===== src/rtl/cpu_pkg.sv =====
// Shared CPU definitions used by the fetch stage.
//   DEF_ADDR_W / DEF_DATA_W : default instruction RAM address / word widths
//   HALT_OPCODE             : top nibble that marks a halt instruction
//   fetch_state_t           : fetch FSM state encoding
// Optional feature macro: HALT_DETECT_EN adds the HALTED state.
package cpu_pkg;

  localparam int DEF_ADDR_W = 6;
  localparam int DEF_DATA_W = 16;
  localparam logic [3:0] HALT_OPCODE = 4'hF;

`ifdef HALT_DETECT_EN
  typedef enum logic [2:0] {IDLE, READ, WAIT, HOLD, HALTED} fetch_state_t;
`else
  typedef enum logic [1:0] {IDLE, READ, WAIT, HOLD} fetch_state_t;
`endif

endpackage


===== src/rtl/instruction_fetch.sv =====
// Instruction fetch stage: latches the PC address on start, reads one word
// from the external instruction RAM (one-cycle read latency), presents it in
// ir with a valid/ready handshake and pulses done after the decoder accepts.
//   clk, rst_n          : clock, asynchronous active-low reset
//   pc_addr, start      : fetch address and request (sampled in IDLE or on
//                         the accepting cycle for back-to-back fetches)
//   ram_addr, ram_rd_en : RAM read address / strobe
//   ram_rdata           : RAM data, valid the cycle after ram_rd_en
//   ir, ir_valid, ir_ready : instruction register handshake
//   done                : one-cycle pulse after each accepted instruction
//   busy                : a fetch is in flight (not IDLE / HALTED)
// Optional feature macro: HALT_DETECT_EN -- accepting an instruction whose top
// nibble is HALT_OPCODE parks the block in HALTED until reset.
module instruction_fetch
  import cpu_pkg::*;
#(
  parameter int ADDR_W = DEF_ADDR_W,
  parameter int DATA_W = DEF_DATA_W
) (
  input  logic              clk,
  input  logic              rst_n,
  input  logic [ADDR_W-1:0] pc_addr,
  input  logic              start,
  output logic [ADDR_W-1:0] ram_addr,
  output logic              ram_rd_en,
  input  logic [DATA_W-1:0] ram_rdata,
  output logic [DATA_W-1:0] ir,
  output logic              ir_valid,
  input  logic              ir_ready,
  output logic              done,
  output logic              busy
);

  fetch_state_t      state, state_nxt;
  logic [ADDR_W-1:0] addr_q;
  logic [DATA_W-1:0] ir_q;
  logic              done_q, done_nxt;
  logic              latch_addr;
  logic              xfer;
  logic              halt_op;

  assign xfer = (state == HOLD) && ir_ready;

`ifdef HALT_DETECT_EN
  assign halt_op = (ir_q[DATA_W-1 -: 4] == HALT_OPCODE);
`else
  assign halt_op = 1'b0;
`endif

  always_comb begin
    state_nxt  = state;
    latch_addr = 1'b0;
    done_nxt   = 1'b0;
    case (state)
      IDLE: if (start) begin
        state_nxt  = READ;
        latch_addr = 1'b1;
      end
      READ: state_nxt = WAIT;
      WAIT: state_nxt = HOLD;
      HOLD: if (ir_ready) begin
`ifdef HALT_DETECT_EN
        if (halt_op) begin
          // Halt swallows the done pulse so the PC never advances past it.
          state_nxt = HALTED;
        end else
`endif
        begin
          done_nxt = 1'b1;
          // Back-to-back: a start on the accepting cycle skips IDLE.
          if (start) begin
            state_nxt  = READ;
            latch_addr = 1'b1;
          end else begin
            state_nxt = IDLE;
          end
        end
      end
`ifdef HALT_DETECT_EN
      HALTED: state_nxt = HALTED;
`endif
      default: state_nxt = IDLE;
    endcase
  end

  always_ff @(posedge clk or negedge rst_n) begin
    if (!rst_n) begin
      state  <= IDLE;
      addr_q <= '0;
      ir_q   <= '0;
      done_q <= 1'b0;
    end else begin
      state  <= state_nxt;
      done_q <= done_nxt;
      if (latch_addr) addr_q <= pc_addr;
      if (state == WAIT) ir_q <= ram_rdata;
    end
  end

  assign ram_addr  = addr_q;
  assign ram_rd_en = (state == READ);
  assign ir        = ir_q;
  assign ir_valid  = (state == HOLD);
  assign done      = done_q;
`ifdef HALT_DETECT_EN
  assign busy      = (state != IDLE) && (state != HALTED);
`else
  assign busy      = (state != IDLE);
`endif

  // xfer / halt_op kept as named terms for readability in waveforms.
  logic unused_ok;
  assign unused_ok = xfer ^ halt_op;

endmodule


===== config.mk =====
export PLATFORM = sky130hd
export DESIGN_NAME = instruction_fetch
export DESIGN_NICKNAME = d
export VERILOG_FILES = /design/src/rtl/cpu_pkg.sv /design/src/rtl/instruction_fetch.sv
export SDC_FILE = /design/constraint.sdc
export NUM_CORES = 1
export LEC_CHECK = 0
export CAP_MARGIN = 20
export CELL_PAD_IN_SITES_DETAIL_PLACEMENT = 0
export CELL_PAD_IN_SITES_GLOBAL_PLACEMENT = 1
export CORE_MARGIN = 4
export CORE_UTILIZATION = 34
export CTS_BUF_LIST = sky130_fd_sc_hd__clkbuf_8
export CTS_CLUSTER_DIAMETER = 40
export DETAILED_ROUTE_END_ITERATION = 8
export GPL_ROUTABILITY_DRIVEN = 0
export PLACE_DENSITY_LB_ADDON = 0.1
export RECOVER_POWER = 50
export SLEW_MARGIN = 20
export SYNTH_ARGS = -nofsm -noshare
export SYNTH_HDL_FRONTEND = slang
export SYNTH_SLANG_ARGS = --single-unit

===== constraint.sdc =====
create_clock -name clk -period 3.95 [get_ports clk]
set_input_delay 0.79 -clock clk [delete_from_list [all_inputs] [get_ports clk]]
set_output_delay 0.79 -clock clk [all_outputs]
set_load 0.02 [all_outputs]

### Word level (Yosys, flattened, before mapping)

Index checks and enable logic that the tools add are counted.

* muxes and demuxes: 9
* reductions and logical operators: 3
* eq/ne operators: 5

Operator list (number)
* case mux 2 bit (4 select lines): 1
* two-way mux 1 bit: 5
* == test 2 bit (second input constant): 2
* two-way mux 2 bit: 2
* == test 2 x 1 -> 1 bit (second input constant): 1
* zero test 2 bit: 1
* != test 2 x 1 -> 1 bit (second input constant): 1
* != test 2 bit (second input constant): 1
* case mux 1 bit (2 select lines): 1
* AND reduction 2 bit: 1
* nonzero test 2 bit: 1

* bits of input ports: 26
* logic and storage cells: 21
* bits in registers: 25
* output and inout bits: 26

### Logic depth before layout (Yosys ltp)

Gate-level depths: netlist (run 1).

* depth in word-level cells: 3
* gate-level depth with buffers: 5
* gate-level depth less buffers: 5

### Worst setup path before layout (run 1)

No wires, ideal clock.

* path type: register to output
* start: reg state[0]
* end: out busy
* stages on the path, launching flop included: 4
* data required time: 3160 ps
* setup slack: 2310 ps
* arrival time: 850 ps
* path buffers: 0
* cells stage by stage: dfrtp_1 > inv_1 > ha_1 > inv_1

* cells in the longest elaborated chain, start to end: 1

Ends and longest elaborated chain
* from (decl): RTL line instruction_fetch.sv:34 `fetch_state_t state, state_nxt;`
* from (signal assigned): RTL line instruction_fetch.sv:93 `state <= state_nxt;`
* nonzero test 2 bit: RTL line instruction_fetch.sv:108 `assign busy = (state != IDLE);`
* to (decl): RTL line instruction_fetch.sv:31 `output logic busy`

Every way passes these cells.

### Final worst setup path (run 1)

Same ends and word-level chain as after synthesis.

==> results.cfg, run 1 <==
[sta]
fin_crit_ns = 2.49
max_slew_margin_pct = 13.0
worstMarginPinSlew_ns = 1.30
fmax_ghz = 0.402
final.setup.worst_slack_ns = 1.46
finalHoldViolations = 0
fin_skew_ns = 0.00171
setup_viol = 0
rsz0062_at_grt = false
drv_slew = 0
timing.final.crit_share_pct = 62.9
timing.setup.tns_ns = 0

[floorplanning]
dieWidth_microns = 63.8
start_util_pct = 37.1
chipHeight_microns = 63.8
io_pins = 52
dieArea_sq_mm = 0.00407
fp.coreArea_sq_mm = 0.00285
rows = 19

[cells_and_area]
multi_input_area_sq_um = 410
syn2layout_area_growth_pct = 54.7
drive_gt1_share_pct = 23.8
postLayoutCellArea_sq_mm = 0.00164
n_fill_cell = 262
diodes = 0
fin_nets = 155
seq_area_sq_um = 626

[critical_path]
critPathTopFamily = buffers and inverters
crit_path_top_delay_cell = clkdlybuf4s50_1
crit_fanout = 5
crit_top_cell = inv_1
cp.arrival_ns = 1.70
cp.buffers_inverters = 3
start_kind = flop
ff2ff_path_depth = 4
path_class = flop to output pin
cp-end-kind = output pin
crit_chain = inv_1, ha_1, inv_1, clkdlybuf4s50_1
max_stage_delay_ns = 0.59
crit_required_ns = 3.16
cp_num_cells = 4

[synth]
synthMuxAreaShare_pct = 24.5
synth.most_common_cell = dfrtp_1
netlist_instances = 69
synth_top_family_by_area = multiplexers
synth_cell_types = 15
synth_fa_ha_area_share_pct = 7.10
synth-edff-count = 0
synth_compound_area_share_pct = 2.84
synth_top_area_share_pct = 59.2
synth_xor_area_share_pct = 0
synth_area_per_cell_sq_um = 15.3
netlist_area_sq_mm = 0.00106
yosys.area_share.simple_pct = 4.38
synth_commonest_cells = dfrtp_1 (25), mux2_2 (23), ha_1 (6), inv_1 (3), buf_2 (2)
yosysTopAreaCell = dfrtp_1
synth_flop_cell = dfrtp_1
ys_ff_latch = 25
yosys_warnings = 0
synth_async_sr_flop_share_pct = 100
syn-num-nets = 101
yosys-top-cells-area = dfrtp_1 (59%), mux2_2 (24%), ha_1 (7.1%)
yosysSeqAreaShare_pct = 59.2

[placed_design]
port_buffers = 51
post-place-ws_ns = 1.70
dp_hpwl_microns = 1730
placed_area_sq_mm = 0.00159

[grt]
antenna_found_initial = 0
grt_max_degree = 26
grt-ovfl-total = 0
grt_pass1_vias = 780
grt_pass1_wl_microns = 3770
grt_use_total_pct = 11.5

[power_and_ir_drop]
power.total_w = 0.00140
seqPwrFrac_pct = 32.4
cellPowerDensity_mw_per_mm2 = 859
clkPwrFrac_pct = 10.2
swShare_pct = 36.2
p_leak_nw = 0.693
peakVddDrop_v = 0.000347
p_switching_w = 0.000509
internal_power_w = 0.000895
combinationalPowerShare_pct = 57.4

[detailed_routing]
vias_per_cell = 4.75
first_pass_iters = 2
dr_total_vias = 727
wl_microns = 2190
detail_route.wl_per_cell_microns = 14.3
drc = 0
ant_nets = 0
drtIter0Drc = 22

[flow_run]
maxCapViolations = 0

[run_status]
run_status = finished, final reports clean

[clocking]
path_clk_slew_ns = 0.08
cts_root_buf = clkbuf_8
postCtsHoldBufs = 0
postCtsSetupRepairBufs = 0
cts_resized = 0
clock_path_buffers = 2
htree_levels = 1
worst_skew_pair.late_latency_ns = 0.26
clock_sinks = 25
cts_tree = built
numCtsBuffers = 3

[worst_hold_path]
hold_class = flop to flop
hold_depth = 1
## cell families (layout without fill, tap and decap cells)
family	count (synthesis)	count (layout)
flip-flops	25	25
adder cells (fa/ha/maj)	6	6
AO/OA/AOI/OAI	4	4
AND/OR/NAND/NOR	6	6
multiplexers	23	23
buffers and inverters	5	58
## registers in the layout (all words and copies together) (netlist names)
register	count
done	1
ram_addr	6
state	2
ir	16
## power groups by stage
stage / sequential (W) / combinational, W / clock, W
after detailed placement: 0.000463 / 0.000821 / 0
after floorplan: 0.000608 / 0.000323 / 0
after CTS: 0.000457 / 0.000824 / 0.000153
after global routing: 0.000475 / 0.000862 / 0.000164
final: 0.000455 / 0.000806 / 0.000143
after global placement: 0.000458 / 0.000811 / 0
## through the flow
step	utilization (%)	hold slack, ns	instances
floorplan	-	0.494	69
global placement	56.0	0.487	149
detailed placement	55.8	0.494	149
CTS	57.4	0.514	153
global route	57.3	0.524	153
finish	57.3	0.510	153
## per-layer routing
metal  global-route usage, %  vias up  part of all wire, %
met2                    19.4       23                   50
met1                    14.4      360                   44
met5                       0        -                    0
met4                    4.04        0                 0.73
li1                        -      342                    -
met3                    2.98        2                  5.4
## cell usage in the layout, fill, tap and decap left out, drive strengths merged
cell type	instances
nand2b	1
nand2	1
and2	1
o31ai	1
inv	4
a21oi	2
a31o	1
ha	6
dlygate4sd3	1
nor3b	1
or2b	1
nor2	1
mux2	23
clkbuf	4
dfrtp	25
clkdlybuf4s50	49
## worst paths after layout
kind / startpoint / to / slack [ns]
max: state[0]$_DFFE_PN0P_ / busy / 1.46
min: ir[6]$_DFFE_PN0N_ / ir[6]$_DFFE_PN0N_ / 0.51
max reg2reg: state[0]$_DFFE_PN0P_ / ram_addr[3]$_DFFE_PN0P_ / 2.18
min reg2reg: ir[6]$_DFFE_PN0N_ / ir[6]$_DFFE_PN0N_ / 0.51
max in group asynchronous: rst_n / ram_addr[0]$_DFFE_PN0P_ / 2.39
min in group asynchronous: rst_n / ir[0]$_DFFE_PN0N_ / 0.80
## final cells by class
cell class                      instances  area share [%]
Clock buffer                            3            2.52
Clock inverter                          1           0.230
Sequential cell                        25            38.3
Timing Repair Buffer                   51            30.8
Inverter                                3           0.689
Tap cell                               31            2.37
Multi-Input combinational cell         39            25.1
Power figures use the tool's default switching activity.
==> inputs of run 2 (changes only) <==
--- a/config.mk
+++ b/config.mk
@@ -9,7 +9,7 @@
 export CELL_PAD_IN_SITES_DETAIL_PLACEMENT = 0
 export CELL_PAD_IN_SITES_GLOBAL_PLACEMENT = 1
 export CORE_MARGIN = 4
-export CORE_UTILIZATION = 34
+export CORE_UTILIZATION = 29
 export CTS_BUF_LIST = sky130_fd_sc_hd__clkbuf_8
 export CTS_CLUSTER_DIAMETER = 40
 export DETAILED_ROUTE_END_ITERATION = 8
==> constraint.sdc (replaced) <==
create_clock -name clk -period 2.18 [get_ports clk]
set_input_delay 0.436 -clock clk [delete_from_list [all_inputs] [get_ports clk]]
set_output_delay 0.436 -clock clk [all_outputs]
set_load 0.02 [all_outputs]
==> results.cfg, run 2 (synthesis gave the netlist of run 1 again) <==
[clocking]
cts_root_buf = clkbuf_8
worst_skew_pair.late_latency_ns = 0.26
clock_path_buffers = 2
clock_sinks = 25
path_clk_slew_ns = 0.08
cts_tree = built
postCtsSetupRepairBufs = 0
htree_levels = 1
numCtsBuffers = 3

[cells_and_area]
final_common_cell = clkdlybuf4s50_1
fin_nets = 157
drive_gt1_share_pct = 25.0
final_cells = 170
layout_common_cells = clkdlybuf4s50_1 (49), dfrtp_1 (25), mux2_2 (23)
largest_register_ff_count = 16
diodes = 0
syn2layout_area_growth_pct = 58.2

[sta]
timing.final.crit_share_pct = 92.3
finalHoldViolations = 0
rsz0062_at_grt = false
worstMarginPinSlew_ns = 1.30
drv_slew = 0
fin_crit_ns = 2.01
fin_skew_ns = 0.00230
setup_viol = 0
max_slew_margin_pct = 13.3
timing.setup.tns_ns = 0
final.setup.worst_slack_ns = 0.168
fmax_ghz = 0.497

[grt]
grt_use_total_pct = 10.1
antenna_found_initial = 0
grt_max_degree = 26
grt_pass1_vias = 817
grt_pass1_wl_microns = 3620
grt-ovfl-total = 0

[floorplanning]
chipHeight_microns = 68.4
rows = 21
fp.coreArea_sq_mm = 0.00342
dieWidth_microns = 68.4
dieArea_sq_mm = 0.00468
start_util_pct = 31.0
io_pins = 52

[placed_design]
dp_hpwl_microns = 1680
place_inst = 166
port_buffers = 51
post-place-ws_ns = 0.297

[critical_path]
crit_path_top_delay_cell = clkdlybuf4s50_1
path_class = flop to output pin
max_stage_delay_ns = 0.59
crit_fanout = 6
critPathTopFamily = buffers and inverters
r2r-start = state[0]$_DFFE_PN0P_
cp-end-kind = output pin
crit_chain = inv_1, ha_1, clkdlybuf4s50_1
cp.buffers_inverters = 2
crit_required_ns = 1.74
cp.arrival_ns = 1.58
critPathLaunch = state[1]$_DFFE_PN0P_
start_kind = flop

[detailed_routing]
detail_route.wl_per_cell_microns = 12.6
wl_microns = 2140
drc = 0
ant_nets = 0
first_pass_iters = 2
vias_per_cell = 4.23
drtIter0Drc = 7
dr_total_vias = 719

[power_and_ir_drop]
cellPowerDensity_mw_per_mm2 = 1520
peakVddDrop_v = 0.000517
power.total_w = 0.00255
p_leak_nw = 0.704

[flow_run]
maxCapViolations = 0

[worst_hold_path]
hold_class = flop to flop
hp-start = ir[0]$_DFFE_PN0N_

[run_status]
run_status = finished, final reports clean
run 2: cell types whose count changed in the layout (fill, tap and decap cells not counted):
cell | previous run | this run
and2_0 | 0 | 1
and2_1 | 1 | 0
clkbuf_2 | 0 | 1
clkinv_2 | 0 | 1
dlymetal6s2s_1 | 0 | 1
inv_1 | 4 | 3
run 2: repair_timing:
item / in CTS / in global routing
endpoints found under the setup margin: 0 / 1
hold buffers: 0 / 0
resized for setup: 0 / 1
run 2: worst paths after layout:
| path | cells past startpoint | end | slack [ns] |
|---|---|---|---|
| worst max-delay path | 3 | ram_rd_en | 0.17 |
| worst min-delay path | 1 | ir[0]$_DFFE_PN0N_ | 0.51 |
| worst max register to register | 4 | ram_addr[3]$_DFFE_PN0P_ | 0.42 |
| worst min register to register | 1 | ir[0]$_DFFE_PN0N_ | 0.51 |
| max in group asynchronous | 2 | ir[6]$_DFFE_PN0N_ | 0.44 |
| min in group asynchronous | 2 | ram_addr[3]$_DFFE_PN0P_ | 0.98 |
run 2: power breakdown:
part	internal (W)	leakage [nW]	switching [W]
Combinational	0.000792	0.383	0.000669
Sequential	0.000703	0.295	0.000123
Clock	0.000127	0.0255	0.000137
run 2: through the flow:
| step | hold slack [ns] | util, % | area [sq um] |
|---|---|---|---|
| 2_1_floorplan | 0.140 | - | 1060 |
| 3_3_place_gp | 0.488 | 47.7 | 1630 |
| 3_5_place_dp | 0.495 | 47.7 | 1630 |
| 4_1_cts | 0.515 | 49.1 | 1680 |
| 5_1_grt | 0.528 | 49.0 | 1670 |
| 6_report | 0.510 | 49.0 | 1670 |
run 2: cell type report:
cell class / count / area, sq um
sequential: 25 / 626
tap: 46 / 57.6
timing repair buffer: 53 / 522
clock inverter: 1 / 5.00
clock buffer: 3 / 41.3
multi-input combinational: 39 / 410
inverter: 3 / 11.3
fill: 316 / 1740
run 2: metal layers:
metal | GRT usage [%] | routed length [microns] | share of wire, % | up-vias
li1 | - | - | - | 346
met1 | 11.4 | 869 | 41 | 342
met2 | 17.6 | 1020 | 48 | 31
met3 | 3.94 | 247 | 12 | 0
met4 | 2.23 | 0 | 0 | 0
met5 | 0 | 0 | 0 | -
